`config.mk`:
```
export PLATFORM = sky130hd
export DESIGN_NAME = tag_rx_decoder
export DESIGN_NICKNAME = d
export VERILOG_FILES = /design/src/rtl/tag_rx_decoder_pkg.sv /design/src/rtl/tag_rx_decoder_crc32.sv /design/src/rtl/tag_rx_decoder.sv
export SDC_FILE = /design/constraint.sdc
export NUM_CORES = 1
export LEC_CHECK = 0
export CAP_MARGIN = 15
export CORE_MARGIN = 3
export CORE_UTILIZATION = 29
export CTS_BUF_LIST = sky130_fd_sc_hd__clkbuf_8
export DETAILED_ROUTE_END_ITERATION = 6
export PLACE_DENSITY = 0.49
export SYNTH_ARGS = -nofsm -noshare
export SYNTH_HDL_FRONTEND = slang
export SYNTH_HIERARCHICAL = 1
export SYNTH_SLANG_ARGS = --single-unit
```
`constraint.sdc`:
```
create_clock -name clk -period 3.05 [get_ports clk]
set_clock_uncertainty 0.05 [all_clocks]
set_input_delay 0.4575 -clock clk [delete_from_list [all_inputs] [get_ports clk]]
set_output_delay 0.4575 -clock clk [all_outputs]
set_load 0.005 [all_outputs]
```
`src/rtl/tag_rx_decoder_pkg.sv`:
```
// Shared definitions for the DBPSK tag receive path: FSM state codes, CRC-32 constants
// and the single-bit CRC update used by both the decoder and the tag FCS generator.
package tag_rx_decoder_pkg;

    typedef enum logic [2:0] {
        ST_IDLE    = 3'd0,
        ST_REF     = 3'd1,
        ST_PAYLOAD = 3'd2,
        ST_FCS     = 3'd3,
        ST_HOLD    = 3'd4
    } state_t;

    localparam logic [31:0] CRC32_POLY    = 32'h04C1_1DB7;
    localparam logic [31:0] CRC32_INIT    = 32'hFFFF_FFFF;
    localparam int          CYCLES_PER_US = 50;

    // Non-reflected serial CRC step: feedback is the outgoing MSB XOR the new bit.
    function automatic logic [31:0] crc32_step(input logic [31:0] crc,
                                               input logic        bit_in,
                                               input logic [31:0] poly);
        logic fb;
        fb = crc[31] ^ bit_in;
        crc32_step = {crc[30:0], 1'b0} ^ (fb ? poly : 32'h0000_0000);
    endfunction

endpackage

```
`src/rtl/tag_rx_decoder_crc32.sv`:
```
// Serial CRC-32 register: init has priority over enable; reusable by the tag FCS generator.
module crc32_serial
    import tag_rx_decoder_pkg::*;
#(
    parameter logic [31:0] POLY = CRC32_POLY,
    parameter logic [31:0] INIT = CRC32_INIT
) (
    input  logic        clk,
    input  logic        reset,
    input  logic        init,
    input  logic        enable,
    input  logic        bit_in,
    output logic [31:0] crc
);

    logic [31:0] crc_d;
    logic [31:0] crc_q;

    // Next CRC value: preset, advance by one bit, or hold.
    always_comb begin
        crc_d = crc_q;
        if (init) begin
            crc_d = INIT;
        end else if (enable) begin
            crc_d = crc32_step(crc_q, bit_in, POLY);
        end else begin
            crc_d = crc_q;
        end
    end

    // CRC state register.
    always_ff @(posedge clk) begin
        if (reset) begin
            crc_q <= INIT;
        end else begin
            crc_q <= crc_d;
        end
    end

    assign crc = crc_q;

endmodule

```
`src/rtl/tag_rx_decoder.sv`:
```
// DBPSK frame decoder: differential decode of hard phase symbols, MSB-first payload assembly,
// trailing FCS check against the running CRC, premature-end and symbol-timeout aborts.
module tag_rx_decoder
    import tag_rx_decoder_pkg::*;
#(
    parameter int          PAYLOAD_LEN = 8,
    parameter logic [31:0] CRC_POLY    = CRC32_POLY,
    parameter logic [31:0] CRC_INIT    = CRC32_INIT,
    parameter int          SYM_TIMEOUT = 2 * CYCLES_PER_US
) (
    input  logic                   clk,
    input  logic                   reset,
    input  logic                   frame_active,
    input  logic                   sym_valid,
    input  logic                   sym_phase,
    output logic [PAYLOAD_LEN-1:0] payload,
    output logic                   payload_valid,
    output logic                   frame_done,
    output logic                   crc_ok,
    output logic                   frame_abort,
    output logic                   busy
);

    localparam int TMO_W = $clog2(SYM_TIMEOUT + 1);

    state_t                 state_q, state_d;
    logic                   prev_q, prev_d;
    logic [PAYLOAD_LEN-1:0] payload_q, payload_d;
    logic                   payload_valid_q, payload_valid_d;
    logic                   frame_done_q, frame_done_d;
    logic                   crc_ok_q, crc_ok_d;
    logic                   frame_abort_q, frame_abort_d;
    logic                   busy_q, busy_d;
    logic                   mismatch_q, mismatch_d;
    logic [5:0]             bit_cnt_q, bit_cnt_d;
    logic [TMO_W-1:0]       tmo_q, tmo_d;

    logic        dec_bit_s;
    logic        fcs_bit_s;
    logic        bit_err_s;
    logic        tmo_hit_s;
    logic        crc_init_s;
    logic        crc_en_s;
    logic [31:0] crc_s;

    crc32_serial #(
        .POLY (CRC_POLY),
        .INIT (CRC_INIT)
    ) u_crc (
        .clk    (clk),
        .reset  (reset),
        .init   (crc_init_s),
        .enable (crc_en_s),
        .bit_in (dec_bit_s),
        .crc    (crc_s)
    );

    // A phase flip relative to the previous symbol is a 1; the FCS goes out inverted, MSB first.
    assign dec_bit_s = sym_phase ^ prev_q;
    assign fcs_bit_s = ~crc_s[5'd31 - bit_cnt_q[4:0]];
    assign bit_err_s = dec_bit_s ^ fcs_bit_s;
    assign tmo_hit_s = (tmo_q == TMO_W'(SYM_TIMEOUT - 1));

    // Frame FSM, decoder, payload shifter and symbol timeout.
    always_comb begin
        state_d         = state_q;
        prev_d          = prev_q;
        payload_d       = payload_q;
        payload_valid_d = 1'b0;
        frame_done_d    = 1'b0;
        frame_abort_d   = 1'b0;
        crc_ok_d        = crc_ok_q;
        mismatch_d      = mismatch_q;
        bit_cnt_d       = bit_cnt_q;
        tmo_d           = '0;
        crc_init_s      = 1'b0;
        crc_en_s        = 1'b0;

        case (state_q)
            ST_IDLE: begin
                if (frame_active) begin
                    state_d    = ST_REF;
                    crc_init_s = 1'b1;
                    bit_cnt_d  = 6'd0;
                    crc_ok_d   = 1'b0;
                    mismatch_d = 1'b0;
                end else begin
                    state_d = ST_IDLE;
                end
            end
            ST_REF, ST_PAYLOAD, ST_FCS: begin
                // Losing the envelope wins over a coincident symbol.
                if (!frame_active) begin
                    frame_abort_d = 1'b1;
                    state_d       = ST_IDLE;
                end else if (sym_valid) begin
                    prev_d = sym_phase;
                    case (state_q)
                        ST_REF: begin
                            state_d = ST_PAYLOAD;
                        end
                        ST_PAYLOAD: begin
                            payload_d = (payload_q << 1'b1) | PAYLOAD_LEN'(dec_bit_s);
                            crc_en_s  = 1'b1;
                            if (bit_cnt_q == 6'(PAYLOAD_LEN - 1)) begin
                                payload_valid_d = 1'b1;
                                bit_cnt_d       = 6'd0;
                                state_d         = ST_FCS;
                            end else begin
                                bit_cnt_d = bit_cnt_q + 6'd1;
                            end
                        end
                        ST_FCS: begin
                            mismatch_d = mismatch_q | bit_err_s;
                            if (bit_cnt_q == 6'd31) begin
                                crc_ok_d     = ~(mismatch_q | bit_err_s);
                                frame_done_d = 1'b1;
                                state_d      = ST_HOLD;
                            end else begin
                                bit_cnt_d = bit_cnt_q + 6'd1;
                            end
                        end
                        default: begin
                            state_d = ST_IDLE;
                        end
                    endcase
                end else if (tmo_hit_s) begin
                    // No mid-frame re-sync: park until the envelope ends.
                    frame_abort_d = 1'b1;
                    state_d       = ST_HOLD;
                end else begin
                    tmo_d = tmo_q + TMO_W'(1);
                end
            end
            ST_HOLD: begin
                if (!frame_active) begin
                    state_d = ST_IDLE;
                end else begin
                    state_d = ST_HOLD;
                end
            end
            default: begin
                state_d = ST_IDLE;
            end
        endcase

        busy_d = (state_d != ST_IDLE);
    end

    // State and output registers.
    always_ff @(posedge clk) begin
        if (reset) begin
            state_q         <= ST_IDLE;
            prev_q          <= 1'b0;
            payload_q       <= '0;
            payload_valid_q <= 1'b0;
            frame_done_q    <= 1'b0;
            crc_ok_q        <= 1'b0;
            frame_abort_q   <= 1'b0;
            busy_q          <= 1'b0;
            mismatch_q      <= 1'b0;
            bit_cnt_q       <= 6'd0;
            tmo_q           <= '0;
        end else begin
            state_q         <= state_d;
            prev_q          <= prev_d;
            payload_q       <= payload_d;
            payload_valid_q <= payload_valid_d;
            frame_done_q    <= frame_done_d;
            crc_ok_q        <= crc_ok_d;
            frame_abort_q   <= frame_abort_d;
            busy_q          <= busy_d;
            mismatch_q      <= mismatch_d;
            bit_cnt_q       <= bit_cnt_d;
            tmo_q           <= tmo_d;
        end
    end

    assign payload       = payload_q;
    assign payload_valid = payload_valid_q;
    assign frame_done    = frame_done_q;
    assign crc_ok        = crc_ok_q;
    assign frame_abort   = frame_abort_q;
    assign busy          = busy_q;

endmodule

```
==> Word-level counts from Yosys, hierarchy flattened <==
Cells that the tools add are included.
W data, S select, Z words.
{ "totals": {"output_inout_bits": 13, "in_bits": 5, "regBits": 63} }
{ "classes": {"reduce_logical": 14, "n_lt_le_gt_ge": 1, "n_eq_ne": 14, "mux": 40, "n_bitwise": 13, "addsub": 3} }
{ "ops": {"columns": ["cell", "count"], "rows": [
  ["$xor A32 B32 Y32", 1],
  ["$mux W6", 5],
  ["$mux W27", 1],
  ["$pmux W6 S2", 2],
  ["$mux W1", 21],
  ["$mux W3", 6],
  ["$pmux W3 S3", 2],
  ["$reduce_or A5 Y1", 3],
  ["$reduce_and A6 Y1", 2],
  ["$ne A2 B2 Y1 const B", 5],
  ["$or A8 B1 Y8", 1],
  ["$add A7 B1 Y7 const B", 1],
  ["$eq A7 B7 Y1 const B", 1],
  ["$not A1 Y1", 7],
  ["$add A6 B1 Y6 const B", 1],
  ["$eq A3 B2 Y1 const B", 2],
  ["$eq A6 B3 Y1 const B", 1],
  ["$eq A6 B5 Y1 const B", 1],
  ["$lt A5 B6 Y1 const B", 1],
  ["$ne A3 B3 Y1 const B", 2],
  ["$bmux W1 S5", 1],
  ["$reduce_and A5 Y1", 1],
  ["$sub A5 B5 Y5 const A", 1],
  ["$pmux W1 S2", 2],
  ["other kinds (11)", 14]
]} }

==> Longest topological paths before layout <==
Gate-level depths: netlist of the first run.
{ "logic_depth": {"word_depth": 12, "ltp_mapped": 8, "mapped_depth_nobuf": 6} }

==> By module <==
Netlist of the first run, hierarchy kept.
{ "modules_own_cells": {"columns": ["mod", "seq_area_each_um2", "n_inst", "area_per_inst_um2", "cells_per_inst"], "rows": [
  ["tag_rx_decoder", 620.6, 1, 1575.3, 166],
  ["crc32_serial", 640.6, 1, 1508.9, 123]
]} }

==> Least setup slack after synthesis of the first run <==
No wires, ideal clock.
{ "synth_timing": {"path_type": "flip-flop to flip-flop", "start": "reg bit_cnt_q[0]", "end": "reg crc_ok_q (netlist: crc_ok)", "arrival_ps": 1927, "setup_time_ps": 120, "stages_incl_launch_ff": 7, "period_less_slack_ps": 2097, "slack_ps": 953, "path_buffers": 1, "cell_sequence": "dfxtp_1 buf_4 mux4_2 mux4_2 mux2i_1 xor2_1 o31ai_1"} }
{ "synth_between": {"elab_chain_cells": 12, "elab_cells_between_ends": 15, "cone_classes": "add/sub: 1; eq/ne: 2; mux: 7; bitwise: 4; reduce/logical: 1"} }
{ "synth_lines": {"columns": ["item", "line_no", "source"], "rows": [
  ["start, declared", "tag_rx_decoder.sv:35", "logic [5:0] bit_cnt_q, bit_cnt_d;"],
  ["start signal, assigned", "tag_rx_decoder.sv:174", "bit_cnt_q <= bit_cnt_d;"],
  ["$sub A5 B5 Y5", "tag_rx_decoder.sv:60", "assign fcs_bit_s = ~crc_s[5'd31 - bit_cnt_q[4:0]];"],
  ["$bmux W1 S5", "tag_rx_decoder.sv:60", null],
  ["$mux W1 (not written as such)", "tag_rx_decoder.sv:60", null],
  ["$not A1 Y1", "tag_rx_decoder.sv:60", null],
  ["$xor A1 B1 Y1", "tag_rx_decoder.sv:61", "assign bit_err_s = dec_bit_s ^ fcs_bit_s;"],
  ["$or A1 B1 Y1", "tag_rx_decoder.sv:116", "crc_ok_d = ~(mismatch_q | bit_err_s);"],
  ["$not A1 Y1", "tag_rx_decoder.sv:116", null],
  ["$mux W1", "tag_rx_decoder.sv:115", "if (bit_cnt_q == 6'd31) begin"],
  ["$mux W1", "tag_rx_decoder.sv:98", "case (state_q)"],
  ["$mux W1", "tag_rx_decoder.sv:96", "end else if (sym_valid) begin"],
  ["$mux W1", "tag_rx_decoder.sv:93", "if (!frame_active) begin"],
  ["$pmux W1 S2", "tag_rx_decoder.sv:79", "case (state_q)"],
  ["end signal, assigned", "tag_rx_decoder.sv:170", "crc_ok_q <= crc_ok_d;"],
  ["end, declared", "tag_rx_decoder.sv:31", "logic crc_ok_q, crc_ok_d;"]
]} }
Several ways; a longest one is shown, not always the timed one. The select of a mux whose other input is x is not followed.
A chain may end at the register's enable or synchronous reset.

==> Worst setup path after layout of the first run <==
Same ends and word-level chain as after synthesis.

==> results.toml, run 1 <==
[run_status]
run_status = "finished clean"

[drt]
routed_wl_microns = 6326
detailedRoute.firstIterationViolations = 121
number_of_nets_with_antenna_violations_after_detailed_routing = 0
vias_per_cell = 4.800
drt-pass1-iter-count = 4
drcViolationCount = 0
via_count = 2136
detailed_route_wire_length_per_cell_microns = 14.22

[worst_setup_path]
worst_path_maximum_fanout = 12
worst-endpoint-arrival_ns = 2.66
timing.critical_path.mode_cell = "mux4_2"
r2r.worst_path.cells = 5
cpMaxStageDelayCell = "dfxtp_1"
cp_num_buf_inv = 0
path_cells = "mux4_2 -> mux4_2 -> mux2i_1 -> xor2_1 -> o31ai_1"
timing.critical_path.to_type = "register"
worst-setup-path-type = "reg -> reg"
critical-path-top-delay-family = "multiplexers"
critical_path.max_stage_delay_ns = 0.74
critPathRequiredTime_ns = 3.21
timing.critical_path.depth = 5
worst_setup_path_start_kind = "register"

[clock_network]
ctsHoldBuffers = 0
number_of_post_cts_setup_repair_buffers = 0
clockRootBuffer = "clkbuf_8"
cts_repair_resize_count = 0
clock_latency_ns = 0.33
ctsLongestPathBuffers = 2
tritoncts.num_buffers = 9
path_clk_slew_ns = 0.08
clock-sinks = 63
htree_levels = 3
tritoncts = "yes"

[timing]
unrepaired_setup_endpoints_after_global_routing = "no"
time_the_final_worst_path_needs_with_i_o_delays_and_setup_ns = 2.499
post-route-worst-setup-slack_ns = 0.5508
final_max_slew_viol_count = 0
pin_slew_with_the_least_headroom_to_its_limit_ns = 0.6748
final.period_utilization_pct = 81.94
totalNegativeSetupSlack_ns = 0
setup_viol = 0
maxSlewHeadroom_pct = 54.96
achievable-frequency_ghz = 0.4001
final-hold-violation-count = 0

[hold_path]
holdCritPathClass = "reg -> reg"
whs_path_depth = 1

[synth]
synth.top_cells.by_area = "dfxtp_1 (41%), mux2i_1 (9.1%), mux4_2 (7.3%)"
yosys_cell_types = 40
yosys_warnings = 6
synth_seq_area_share_pct = 40.89
syn_nets = 296
synth-seq-cells = 63
avgSynthCellArea_sq_um = 10.67
synth_top_area_cell = "dfxtp_1"
asyncSetResetFlopFracSynth_pct = 0
yosys_most_used_dff = "dfxtp_1"
number_of_enable_flip_flop_cells_after_synthesis = 0
instance_count_of_the_mapped_netlist = 289
synth_area_sq_um = 3084
yosysTopAreaCellShare_pct = 40.89

[floorplanning]
row_count = 37
coreArea_sq_um = 10320
io_pins = 18
die_w_microns = 109.1
initial_core_util_pct = 29.88
die-area_sq_um = 11910
die_h_microns = 109.1

[cells_and_area]
cell_area_after_layout_sq_um = 3586
nets_final = 312
final.fill_count = 1067
fin_cells = 445
area_delta_synth_final_pct = 16.27
layout.cells.most_common_list = "dfxtp_1 (63), mux2i_1 (28), nand2_1 (26)"
post-route-util_pct = 34.74
mostFrequentLayoutCell = "dfxtp_1"
antenna_cells_inserted = 0
layout_cells_sized_above_1_pct = 15.21

[power_and_ir_drop]
vdd.ir_drop.worst_uv = 173.3
p_leak_uw = 0.001389
power.density_nw_per_um2 = 459.2

[place]
placedInstanceArea_sq_um = 3388
gp_congestion = 0.7140
place.port_buffers = 17
dp.final_hpwl_microns = 4191
place_inst = 430
setup_ws_pre_cts_ns = 0.5423

[grt]
grt_pass1_vias = 2059
global_route.overflow_total = 0
grt_pass1_wl_microns = 10530
grt_max_degree = 33
grt_antenna_before_repair = 0
track_usage_pct = 11.44

[flow_run]
drv.max_cap_violation_count = 0
==> metal layers <==
metal | wire length [microns] | global-route usage, % | vias up | share of wire, %
li1 | - | - | 1059 | -
met1 | 3224 | 15.91 | 1045 | 51
met2 | 2847 | 16.80 | 27 | 45
met3 | 192 | 3.434 | 5 | 3.0
met4 | 61 | 3.968 | 0 | 0.96
met5 | 0 | 0 | - | 0
==> cell type report <==
| cell class | count | area (sq um) | area share, % |
|---|---|---|---|
| flip-flops and latches | 63 | 1261 | 35.17 |
| clock inverters | 4 | 46.29 | 1.291 |
| multi-input cells | 201 | 1712 | 47.73 |
| well taps | 136 | 170.2 | 4.745 |
| repair buffers | 24 | 222.7 | 6.211 |
| clock buffers | 11 | 151.4 | 4.222 |
| inverters | 6 | 22.52 | 0.6281 |
==> synth_stat cells (4+ instances only) <==
library cell	instances
dfxtp_1	63
mux2i_1	28
nand2_1	26
nor2_1	26
nand2b_1	16
a21oi_1	11
mux4_2	10
clkbuf_1	9
xnor3_1	9
nand3_1	8
o211ai_2	8
o21ai_0	8
inv_1	6
o211ai_1	6
buf_2	5
xnor2_1	5
nor3_1	4
xnor3_4	4
xor2_1	4
==> sequential cells by signal, indices dropped and copies added (netlist names) <==
| signal | cells |
|---|---|
| bit_cnt_q | 6 |
| tmo_q | 7 |
| payload_valid | 1 |
| prev_q | 1 |
| payload | 8 |
| frame_done | 1 |
| state_q | 3 |
| frame_abort | 1 |
| u_crc/crc | 32 |
| crc_ok | 1 |
| mismatch_q | 1 |
| busy | 1 |
==> power by group <==
part,internal [uW],leakage [uW],total (uW),switching [uW]
Combinational,37.1,0.000776,87.3,50.2
Clock,413,0.000103,724,311
Sequential,827,0.000509,835,8.53
Total,1280,0.00139,1650,370
==> stage by stage <==
stage | hold WS [ns] | power (uW)
3_3_place_gp | 0.3751 | 940.8
3_5_place_dp | 0.3845 | 941.0
6_report | 0.3893 | 1647
5_1_grt | 0.4132 | 1721
2_1_floorplan | 0.3632 | 915.1
4_1_cts | 0.3945 | 1674
==> worst paths after layout <==
kind                              startpoint       end  slack (ns)
worst max-delay path            bit_cnt_q[0]    crc_ok        0.55
worst min-delay path                tmo_q[0]  tmo_q[0]        0.39
worst max register to register  bit_cnt_q[0]    crc_ok        0.55
worst min register to register      tmo_q[0]  tmo_q[0]        0.39
==> cell families after synthesis <==
kind of cell    count (synthesis)  synth area share [%]
mux                            38                 16.39
xor+xnor                       22                 12.54
buf+inv                        25                 3.854
fa+ha+maj                       2                0.8112
simple gates                   95                 15.01
flops                          63                 40.89
compound gates                 44                 10.51
==> worst register-to-register path: stages (launching register included) <==
cell,delay [ns]
dfxtp_1,0.74
mux4_2,0.61
mux4_2,0.46
mux2i_1,0.16
xor2_1,0.25
o31ai_1,0.10
Power figures use the tool's default switching activity.
==> run 2: changes to the inputs <==
Clock period 3.05 ns to 2.6 ns, I/O delays scaled along.
==> run 2 against run 1 <==
  * Die area unchanged
  * Maximum frequency is 15% higher
  * Sequential cell count unchanged
  * Total power grew 17%
  * Design area increased by 0.77%
  * Register-to-register slack got worse by 0.12 ns
  * Highest routed layer unchanged
==> results.toml, run 2 (synthesized netlist as in run 1, its figures left out) <==
[run_status]
run_status = "finished clean"

[hold_path]
holdCritPathClass = "reg -> reg"

[flow_run]
drv.max_cap_violation_count = 0

[place]
place.port_buffers = 17
place_inst = 432
gp_congestion = 0.7199
placedInstanceArea_sq_um = 3416
setup_ws_pre_cts_ns = 0.3994
dp.final_hpwl_microns = 4230

[floorplanning]
io_pins = 18
die_w_microns = 109.1
die_h_microns = 109.1
initial_core_util_pct = 29.88
die-area_sq_um = 11910
row_count = 37
coreArea_sq_um = 10320

[clock_network]
htree_levels = 3
number_of_post_cts_setup_repair_buffers = 0
tritoncts = "yes"
clock-sinks = 63
ctsLongestPathBuffers = 2
clock_latency_ns = 0.33
ctsHoldBuffers = 0
tritoncts.num_buffers = 9
cts_repair_resize_count = 0
clockRootBuffer = "clkbuf_8"
path_clk_slew_ns = 0.07

[timing]
unrepaired_setup_endpoints_after_global_routing = "no"
time_the_final_worst_path_needs_with_i_o_delays_and_setup_ns = 2.167
final.period_utilization_pct = 83.34
final_max_slew_viol_count = 0
setup_viol = 0
post-route-worst-setup-slack_ns = 0.4332
pin_slew_with_the_least_headroom_to_its_limit_ns = 0.5953
final-hold-violation-count = 0
maxSlewHeadroom_pct = 60.27
achievable-frequency_ghz = 0.4615
totalNegativeSetupSlack_ns = 0

[worst_setup_path]
worst_path_maximum_fanout = 9
worst_setup_path_start_kind = "register"
worst-endpoint-arrival_ns = 2.34
timing.critical_path.to_type = "register"
worst-setup-path-type = "reg -> reg"
critical_path.max_stage_delay_ns = 0.52
worst-r2r-setup-slack_ns = 0.43
path_cells = "buf_4 -> mux4_2 -> mux4_2 -> mux2i_1 -> xor2_1 -> o31ai_1"
critPathRequiredTime_ns = 2.77
timing.critical_path.mode_cell = "mux4_2"
cpMaxStageDelayCell = "mux4_2"

[power_and_ir_drop]
p_leak_uw = 0.001397
power.density_nw_per_um2 = 531.8
finalPower_uw = 1922
vdd.ir_drop.worst_uv = 236.9

[cells_and_area]
nets_final = 314
largest_register_ffs = 32
layout_cells_sized_above_1_pct = 16.35
antenna_cells_inserted = 0
fin_cells = 448
area_delta_synth_final_pct = 17.16
mostFrequentLayoutCell = "dfxtp_1"
cell_area_after_layout_sq_um = 3613
layout.cells.most_common_list = "dfxtp_1 (63), mux2i_1 (28), nand2_1 (26)"

[drt]
routed_wl_microns = 6075
drt-pass1-iter-count = 4
via_count = 2098
vias_per_cell = 4.683
detailedRoute.firstIterationViolations = 129
detailed_route_wire_length_per_cell_microns = 13.56
number_of_nets_with_antenna_violations_after_detailed_routing = 0
drcViolationCount = 0

[grt]
grt_pass1_vias = 2064
grt_pass1_wl_microns = 10540
grt_antenna_before_repair = 0
grt_max_degree = 33
global_route.overflow_total = 0
track_usage_pct = 11.37
==> run 2: cell count changes in the layout (fill, tap and decap cells not counted), sizes merged <==
cell | previous run | this run
buf | 7 | 9
clkinv | 1 | 3
clkbuf | 11 | 10
clkinvlp | 1 | 2
inv | 7 | 6
==> run 2: layer usage <==
layer  wire length [microns]  GRT usage (%)  part of all wire (%)  vias to the layer above
li1                        -              -                     -                     1062
met1                    3014          15.55                    50                      997
met2                    2813          16.93                    46                       32
met3                     183          3.375                   3.0                        7
met4                      63          4.238                   1.0                        0
met5                       0              0                     0                        -
==> run 2: worst max-delay path, delay by kind of cell, from the launching register on <==
kind | cells | cell delay [ns]
xor gates and xnor gates | 1 | 0.21
AOI/OAI and AO/OA | 1 | 0.08
buffers and inverters | 1 | 0.19
muxes | 3 | 1.19
DFF | 1 | 0.33
==> run 2: metrics by stage <==
stage	hold WS [ns]	utilization, %
after floorplan	0.3632	-
after global placement	0.3786	33.09
after detailed placement	0.3830	33.09
after CTS	0.3932	35.00
after global routing	0.4210	35.00
final	0.3902	35.00
==> run 2: power breakdown <==
| part | switching, uW | total (uW) | internal, uW |
|---|---|---|---|
| combinational | 61.1 | 107 | 45.5 |
| sequential | 5.72 | 975 | 970 |
| clock | 377 | 840 | 463 |
| total | 443 | 1920 | 1480 |
==> run 2: cell type report <==
type	count	area [sq um]
flip-flops and latches	63	1261
well taps	136	170.2
repair buffers	26	250.2
multi-input cells	201	1712
clock buffers	10	137.6
clock inverters	6	60.06
inverters	6	22.52
fillers	1041	6710
==> run 2: final timing paths <==
kind              endpoint  cells past startpoint    startpoint
setup / recovery    crc_ok                      6  bit_cnt_q[0]
hold / removal    tmo_q[0]                      1      tmo_q[0]
setup reg to reg    crc_ok                      6  bit_cnt_q[0]
hold reg to reg   tmo_q[0]                      1      tmo_q[0]
